--- config.mk ---
export PLATFORM = sky130hd
export DESIGN_NAME = sid_reg_bank
export DESIGN_NICKNAME = d
export VERILOG_FILES = /design/src/rtl/sid_pkg.sv /design/src/rtl/sid_sync2.sv /design/src/rtl/sid_reg_bank.sv
export SDC_FILE = /design/constraint.sdc
export NUM_CORES = 1
export LEC_CHECK = 0
export CAP_MARGIN = 20
export CORE_ASPECT_RATIO = 0.8
export CORE_MARGIN = 2
export CORE_UTILIZATION = 49
export DETAILED_ROUTE_END_ITERATION = 8
export PLACE_DENSITY_LB_ADDON = 0.15
export SYNTH_ARGS = -nofsm -noshare
export SYNTH_HDL_FRONTEND = slang
export SYNTH_SLANG_ARGS = --single-unit
export TNS_END_PERCENT = 30
--- constraint.sdc ---
create_clock -name clk -period 2.2 [get_ports clk]
set_clock_uncertainty 0.2 [all_clocks]
set_input_delay 0.33 -clock clk [delete_from_list [all_inputs] [get_ports clk]]
set_output_delay 0.33 -clock clk [all_outputs]
set_load 0.005 [all_outputs]
--- src/rtl/sid_pkg.sv ---
// Shared constants and types for the SID host register bank: address map,
// voice count, write-FSM encoding and the latched write request.
package sid_pkg;

    localparam int         NUM_VOICES = 3;
    localparam logic [1:0] VOICE_FILT = 2'd3;

    localparam logic [2:0] REG_FREQ_LO = 3'd0;
    localparam logic [2:0] REG_FREQ_HI = 3'd1;
    localparam logic [2:0] REG_PW_LO   = 3'd2;
    localparam logic [2:0] REG_PW_HI   = 3'd3;
    localparam logic [2:0] REG_AD      = 3'd4;
    localparam logic [2:0] REG_SR      = 3'd5;
    localparam logic [2:0] REG_WAV     = 3'd6;

    localparam logic [2:0] REG_FC_LO    = 3'd0;
    localparam logic [2:0] REG_FC_HI    = 3'd1;
    localparam logic [2:0] REG_RES_FILT = 3'd2;
    localparam logic [2:0] REG_MODE_VOL = 3'd3;

    typedef enum logic [1:0] {
        ST_IDLE  = 2'd0,
        ST_WRITE = 2'd1,
        ST_HOLD  = 2'd2
    } wr_state_e;

    // Field order mirrors the pin packing {ui_in[6:0], uio_in}.
    typedef struct packed {
        logic [1:0] rsv;
        logic [1:0] voice;
        logic [2:0] addr;
        logic [7:0] data;
    } wr_req_t;

    // A request targets a voice only when its reserved bits are clear.
    function automatic logic voice_hit(input wr_req_t req, input logic [1:0] voice);
        return (req.rsv == 2'b00) && (req.voice == voice);
    endfunction

endpackage

--- src/rtl/sid_sync2.sv ---
// Two-flop synchroniser for a single asynchronous control input.
module sid_sync2 (
    input  logic clk,
    input  logic rst_n,
    input  logic d_i,
    output logic q_o
);

    logic meta_q;
    logic sync_q;

    // Two-stage capture of the asynchronous input.
    always_ff @(posedge clk or negedge rst_n) begin
        if (!rst_n) begin
            meta_q <= 1'b0;
            sync_q <= 1'b0;
        end else begin
            meta_q <= d_i;
            sync_q <= meta_q;
        end
    end

    assign q_o = sync_q;

endmodule

--- src/rtl/sid_reg_bank.sv ---
// Host write port and register file: synchronises the write strobe, commits one
// register write per strobe pulse and drives the voice/filter parameter buses.
module sid_reg_bank
    import sid_pkg::*;
(
    input  logic        clk,
    input  logic        rst_n,
    input  logic [7:0]  ui_in,
    input  logic [7:0]  uio_in,
    output logic [47:0] voice_freq,
    output logic [35:0] voice_pw,
    output logic [23:0] voice_ad,
    output logic [23:0] voice_sr,
    output logic [23:0] voice_wav,
    output logic [10:0] filt_fc,
    output logic [7:0]  filt_res_filt,
    output logic [7:0]  filt_mode_vol,
    output logic        wr_strobe,
    output logic [1:0]  wr_voice,
    output logic [2:0]  wr_addr
);

    logic      we_s;
    logic      commit_s;

    wr_state_e state_q,     state_d;
    wr_req_t   req_q,       req_d;
    logic      wr_strobe_q, wr_strobe_d;

    logic [47:0] freq_q,     freq_d;
    logic [35:0] pw_q,       pw_d;
    logic [23:0] ad_q,       ad_d;
    logic [23:0] sr_q,       sr_d;
    logic [23:0] wav_q,      wav_d;
    logic [10:0] fc_q,       fc_d;
    logic [7:0]  res_filt_q, res_filt_d;
    logic [7:0]  mode_vol_q, mode_vol_d;

    sid_sync2 u_we_sync (
        .clk   (clk),
        .rst_n (rst_n),
        .d_i   (ui_in[7]),
        .q_o   (we_s)
    );

    // Write FSM: accept on synchronised strobe, commit once, wait for release.
    always_comb begin
        state_d     = state_q;
        req_d       = req_q;
        wr_strobe_d = 1'b0;
        case (state_q)
            ST_IDLE: begin
                if (we_s) begin
                    req_d       = {ui_in[6:0], uio_in};
                    state_d     = ST_WRITE;
                    wr_strobe_d = 1'b1;
                end else begin
                    state_d = ST_IDLE;
                end
            end
            ST_WRITE: begin
                if (we_s) begin
                    state_d = ST_HOLD;
                end else begin
                    state_d = ST_IDLE;
                end
            end
            ST_HOLD: begin
                if (we_s) begin
                    state_d = ST_HOLD;
                end else begin
                    state_d = ST_IDLE;
                end
            end
            default: begin
                state_d = ST_IDLE;
            end
        endcase
    end

    // The register file is written on the edge that leaves WRITE.
    assign commit_s = (state_q == ST_WRITE);

    // Address decode: a non-selected request falls through to the default arm.
    always_comb begin
        freq_d     = freq_q;
        pw_d       = pw_q;
        ad_d       = ad_q;
        sr_d       = sr_q;
        wav_d      = wav_q;
        fc_d       = fc_q;
        res_filt_d = res_filt_q;
        mode_vol_d = mode_vol_q;
        for (int v = 0; v < NUM_VOICES; v++) begin
            case ({commit_s && voice_hit(req_q, 2'(v)), req_q.addr})
                {1'b1, REG_FREQ_LO}: freq_d[16*v +: 8]   = req_q.data;
                {1'b1, REG_FREQ_HI}: freq_d[16*v+8 +: 8] = req_q.data;
                {1'b1, REG_PW_LO}:   pw_d[12*v +: 8]     = req_q.data;
                {1'b1, REG_PW_HI}:   pw_d[12*v+8 +: 4]   = req_q.data[3:0];
                {1'b1, REG_AD}:      ad_d[8*v +: 8]      = req_q.data;
                {1'b1, REG_SR}:      sr_d[8*v +: 8]      = req_q.data;
                {1'b1, REG_WAV}:     wav_d[8*v +: 8]     = req_q.data;
                default: ;
            endcase
        end
        case ({commit_s && voice_hit(req_q, VOICE_FILT), req_q.addr})
            {1'b1, REG_FC_LO}:    fc_d[2:0]  = req_q.data[2:0];
            {1'b1, REG_FC_HI}:    fc_d[10:3] = req_q.data;
            {1'b1, REG_RES_FILT}: res_filt_d = req_q.data;
            {1'b1, REG_MODE_VOL}: mode_vol_d = req_q.data;
            default: ;
        endcase
    end

    // State, latched request and register file flops.
    always_ff @(posedge clk or negedge rst_n) begin
        if (!rst_n) begin
            state_q     <= ST_IDLE;
            req_q       <= '0;
            wr_strobe_q <= 1'b0;
            freq_q      <= 48'h0;
            pw_q        <= 36'h0;
            ad_q        <= 24'h0;
            sr_q        <= 24'h0;
            wav_q       <= 24'h0;
            fc_q        <= 11'h0;
            res_filt_q  <= 8'h00;
            mode_vol_q  <= 8'h00;
        end else begin
            state_q     <= state_d;
            req_q       <= req_d;
            wr_strobe_q <= wr_strobe_d;
            freq_q      <= freq_d;
            pw_q        <= pw_d;
            ad_q        <= ad_d;
            sr_q        <= sr_d;
            wav_q       <= wav_d;
            fc_q        <= fc_d;
            res_filt_q  <= res_filt_d;
            mode_vol_q  <= mode_vol_d;
        end
    end

    assign voice_freq    = freq_q;
    assign voice_pw      = pw_q;
    assign voice_ad      = ad_q;
    assign voice_sr      = sr_q;
    assign voice_wav     = wav_q;
    assign filt_fc       = fc_q;
    assign filt_res_filt = res_filt_q;
    assign filt_mode_vol = mode_vol_q;
    assign wr_strobe     = wr_strobe_q;
    assign wr_voice      = req_q.voice;
    assign wr_addr       = req_q.addr;

endmodule

==> flow_summary.toml <==
[status]
status = "finished clean"

[setup_path]
crit_path_top_delay_cell = "dfrtp_1"
path_class = "register to register"
path_buf_inv = 3
critPathRequiredTime_ns = 2.37
critical_path.max_stage_delay_ns = 0.39
cp.arrival_ns = 2.26
critPathLaunchType = "register"
path_cells = "inv_1, ha_1, nor4b_4, buf_4, buf_8, nand4_1, mux2_2"
crit_family = "buffers and inverters"
cp-end-kind = "register"
critPathMaxFanout = 10

[logic_synthesis]
yosys_warnings = 0
synth_top_area_share_pct = 63.81
synth.top_cells.by_count = "202 x dfrtp_1, 198 x mux2_2, 17 x clkbuf_1, 11 x buf_4"
synth.most_common_cell = "dfrtp_1"
synth_largest_area_cell = "dfrtp_1"
synth_nets = 494
synthDistinctLibCells = 21
syn_area_um2 = 7921
synth_edf_count = 0
ys_seq_elements = 202
async_reset_ff_share_pct = 100.0
avgSynthCellArea_um2 = 16.75
ys_seq_area_share_pct = 63.81
syn-instance-count = 473
synth_ff_type = "dfrtp_1"
yosys-top-cells-area = "dfrtp_1 64%, mux2_2 28%, nand3_4 2.0%"

[cells_and_area]
drive_gt1_share_pct = 39.72
final_util_pct = 69.82
antennaDiodeCount = 0
num-nets-final = 712
area_growth_pct = 39.27
stdcell_count = 920
fillers = 1097

[grt]
grt_pass1_vias = 5260
grt_pass1_wl_um = 30680
grt_start_max_net_pins = 58
grt_usage_pct = 22.86
grt-ovfl-total = 0
grt_antenna_before_repair = 0

[power]
p_per_area_nw_per_um2 = 1159
ir_worst_vdd_v = 0.0007149
leakagePower_nw = 5.165

[floorplanning]
ios = 207
start_util_pct = 50.13
die_area_um2 = 17210
row_count = 41
fp.dieW_um = 146.2
core-area_um2 = 15800
die_h_um = 117.7

[clock_network]
cts-root-buf = "clkbuf_16"
cts.sinks = 202
numCtsBuffers = 20
clk-insertion-delay-late_ns = 0.49
cts.clk_slew.worst_paths_ns = 0.06
cts_tree = "done"
cts_buffer_depth = 3
htreeDepth = 1

[placed_design]
hpwl_um = 13130
gp_congestion = 0.7366
portBuffers = 206
pre_cts_slack_ns = -0.03889
dp_cells = 882

[sta]
worst_slew_pin_slew_ns = 1.122
max_freq_ghz = 0.4777
report.final.slew_viol_count = 0
worst_slack_ns = 0.1065
finalHoldViolations = 0
fin_crit_sh_pct = 95.16
period_needed_ns = 2.094
finalSetupViolCount = 0
relSlewSlack_pct = 25.23

[drt]
drt_iter0_drc = 178
postRouteAntennaNets = 0
vias_per_cell = 5.224
drt_pass1_iterations = 4
drc = 0
wl_um = 19280
wire_per_inst_um = 20.95
vias = 4806

[worst_hold_path]
hold_class = "input port to register"

[run]
max-cap-violations = 0
repair_timing:
item,4_1_cts,5_1_grt
pin swaps,0,1
hold buffers,1,0
gates resized for setup,2,4
setup buffers,0,1
setup endpoints to repair,22,62
hold endpoints to repair,50,0
sequential cells by signal (all words and copies together), names as in the netlist:
name and flops:
filt_res_filt 8, voice_ad 24, state_q 2, voice_freq 48
req_q 10, wr_addr 3, voice_pw 36, filt_fc 11
u_we_sync.q_o 1, filt_mode_vol 8, u_we_sync.meta_q 1, voice_sr 24
voice_wav 24, wr_voice 2
path summary, 6_finish.rpt:
kind / startpoint / end / slack, ns / depth (start not counted)
setup / recovery: state_q[1]$_DFF_PN0_ / voice_pw[8]$_DFFE_PN0N_ / 0.11 / 7
hold / removal: ui_in[7] / u_we_sync.meta_q$_DFF_PN0_ / 0.11 / 1
setup reg to reg: state_q[1]$_DFF_PN0_ / voice_pw[8]$_DFFE_PN0N_ / 0.11 / 7
hold reg to reg: u_we_sync.meta_q$_DFF_PN0_ / u_we_sync.q_o$_DFF_PN0_ / 0.16 / 0
max in group asynchronous: rst_n / voice_ad[13]$_DFFE_PN0N_ / 0.90 / 3
min in group asynchronous: rst_n / voice_ad[19]$_DFFE_PN0N_ / 0.19 / 2
per-layer routing:
| layer | track usage (%) | share of wire, % | vias up |
|---|---|---|---|
| li1 | - | - | 2122 |
| met1 | 30.42 | 42 | 2502 |
| met2 | 37.23 | 49 | 148 |
| met3 | 6.240 | 6.8 | 34 |
| met4 | 6.493 | 2.1 | 0 |
| met5 | 0 | 0 | - |
through the flow:
stage | TNS [ns] | area (um^2) | power (mW) | hold WS [ns]
floorplan | 0 | 7921 | 6.730 | -0.1656
global placement | 0 | 10280 | 9.074 | 0.1307
detailed placement | -0.1454 | 10280 | 9.222 | 0.1434
CTS | 0 | 11020 | 12.92 | 0.08912
global route | -0.04255 | 11030 | 13.39 | 0.09222
finish | 0 | 11030 | 12.78 | 0.1116
layout by cell type, fill, tap and decap left out, drive strengths merged, types with 3 or more instances in the layout:
| cell type | count |
|---|---|
| and4 | 5 |
| bufinv | 3 |
| clkbuf | 29 |
| nor2b | 4 |
| clkinvlp | 3 |
| buf | 20 |
| ha | 3 |
| dfrtp | 202 |
| mux2 | 198 |
| inv | 3 |
| clkdlybuf4s50 | 205 |
| nand3 | 18 |
power by group:
group / total, mW / leakage [nW] / switching, mW / internal (mW)
sequential: 5.73 / 2.75 / 1.07 / 4.66
clock: 3.66 / 0.348 / 1.39 / 2.27
combinational: 3.39 / 2.07 / 1.08 / 2.31
layout make-up:
cell class / instances / area [um^2] / area share (%)
inverter: 3 / 11.26 / 0.1021
clock inverter: 8 / 122.6 / 1.111
multi-input combinational: 237 / 2684 / 24.33
timing repair buffer: 227 / 2283 / 20.70
sequential: 202 / 5060 / 45.87
tap: 215 / 269.0 / 2.438
clock buffer: 28 / 601.8 / 5.455
cells by family (layout without fill, tap and decap cells):
| family | after synthesis | count (layout) | synth area share, % |
|---|---|---|---|
| buffers and inverters | 34 | 266 | 2.306 |
| AND/OR/NAND/NOR | 36 | 36 | 5.260 |
| adder cells (fa/ha/maj) | 3 | 3 | 0.4739 |
| flip-flops | 202 | 202 | 63.81 |
| multiplexers | 198 | 198 | 28.15 |
Note: power is estimated with default switching activity, not from simulation.
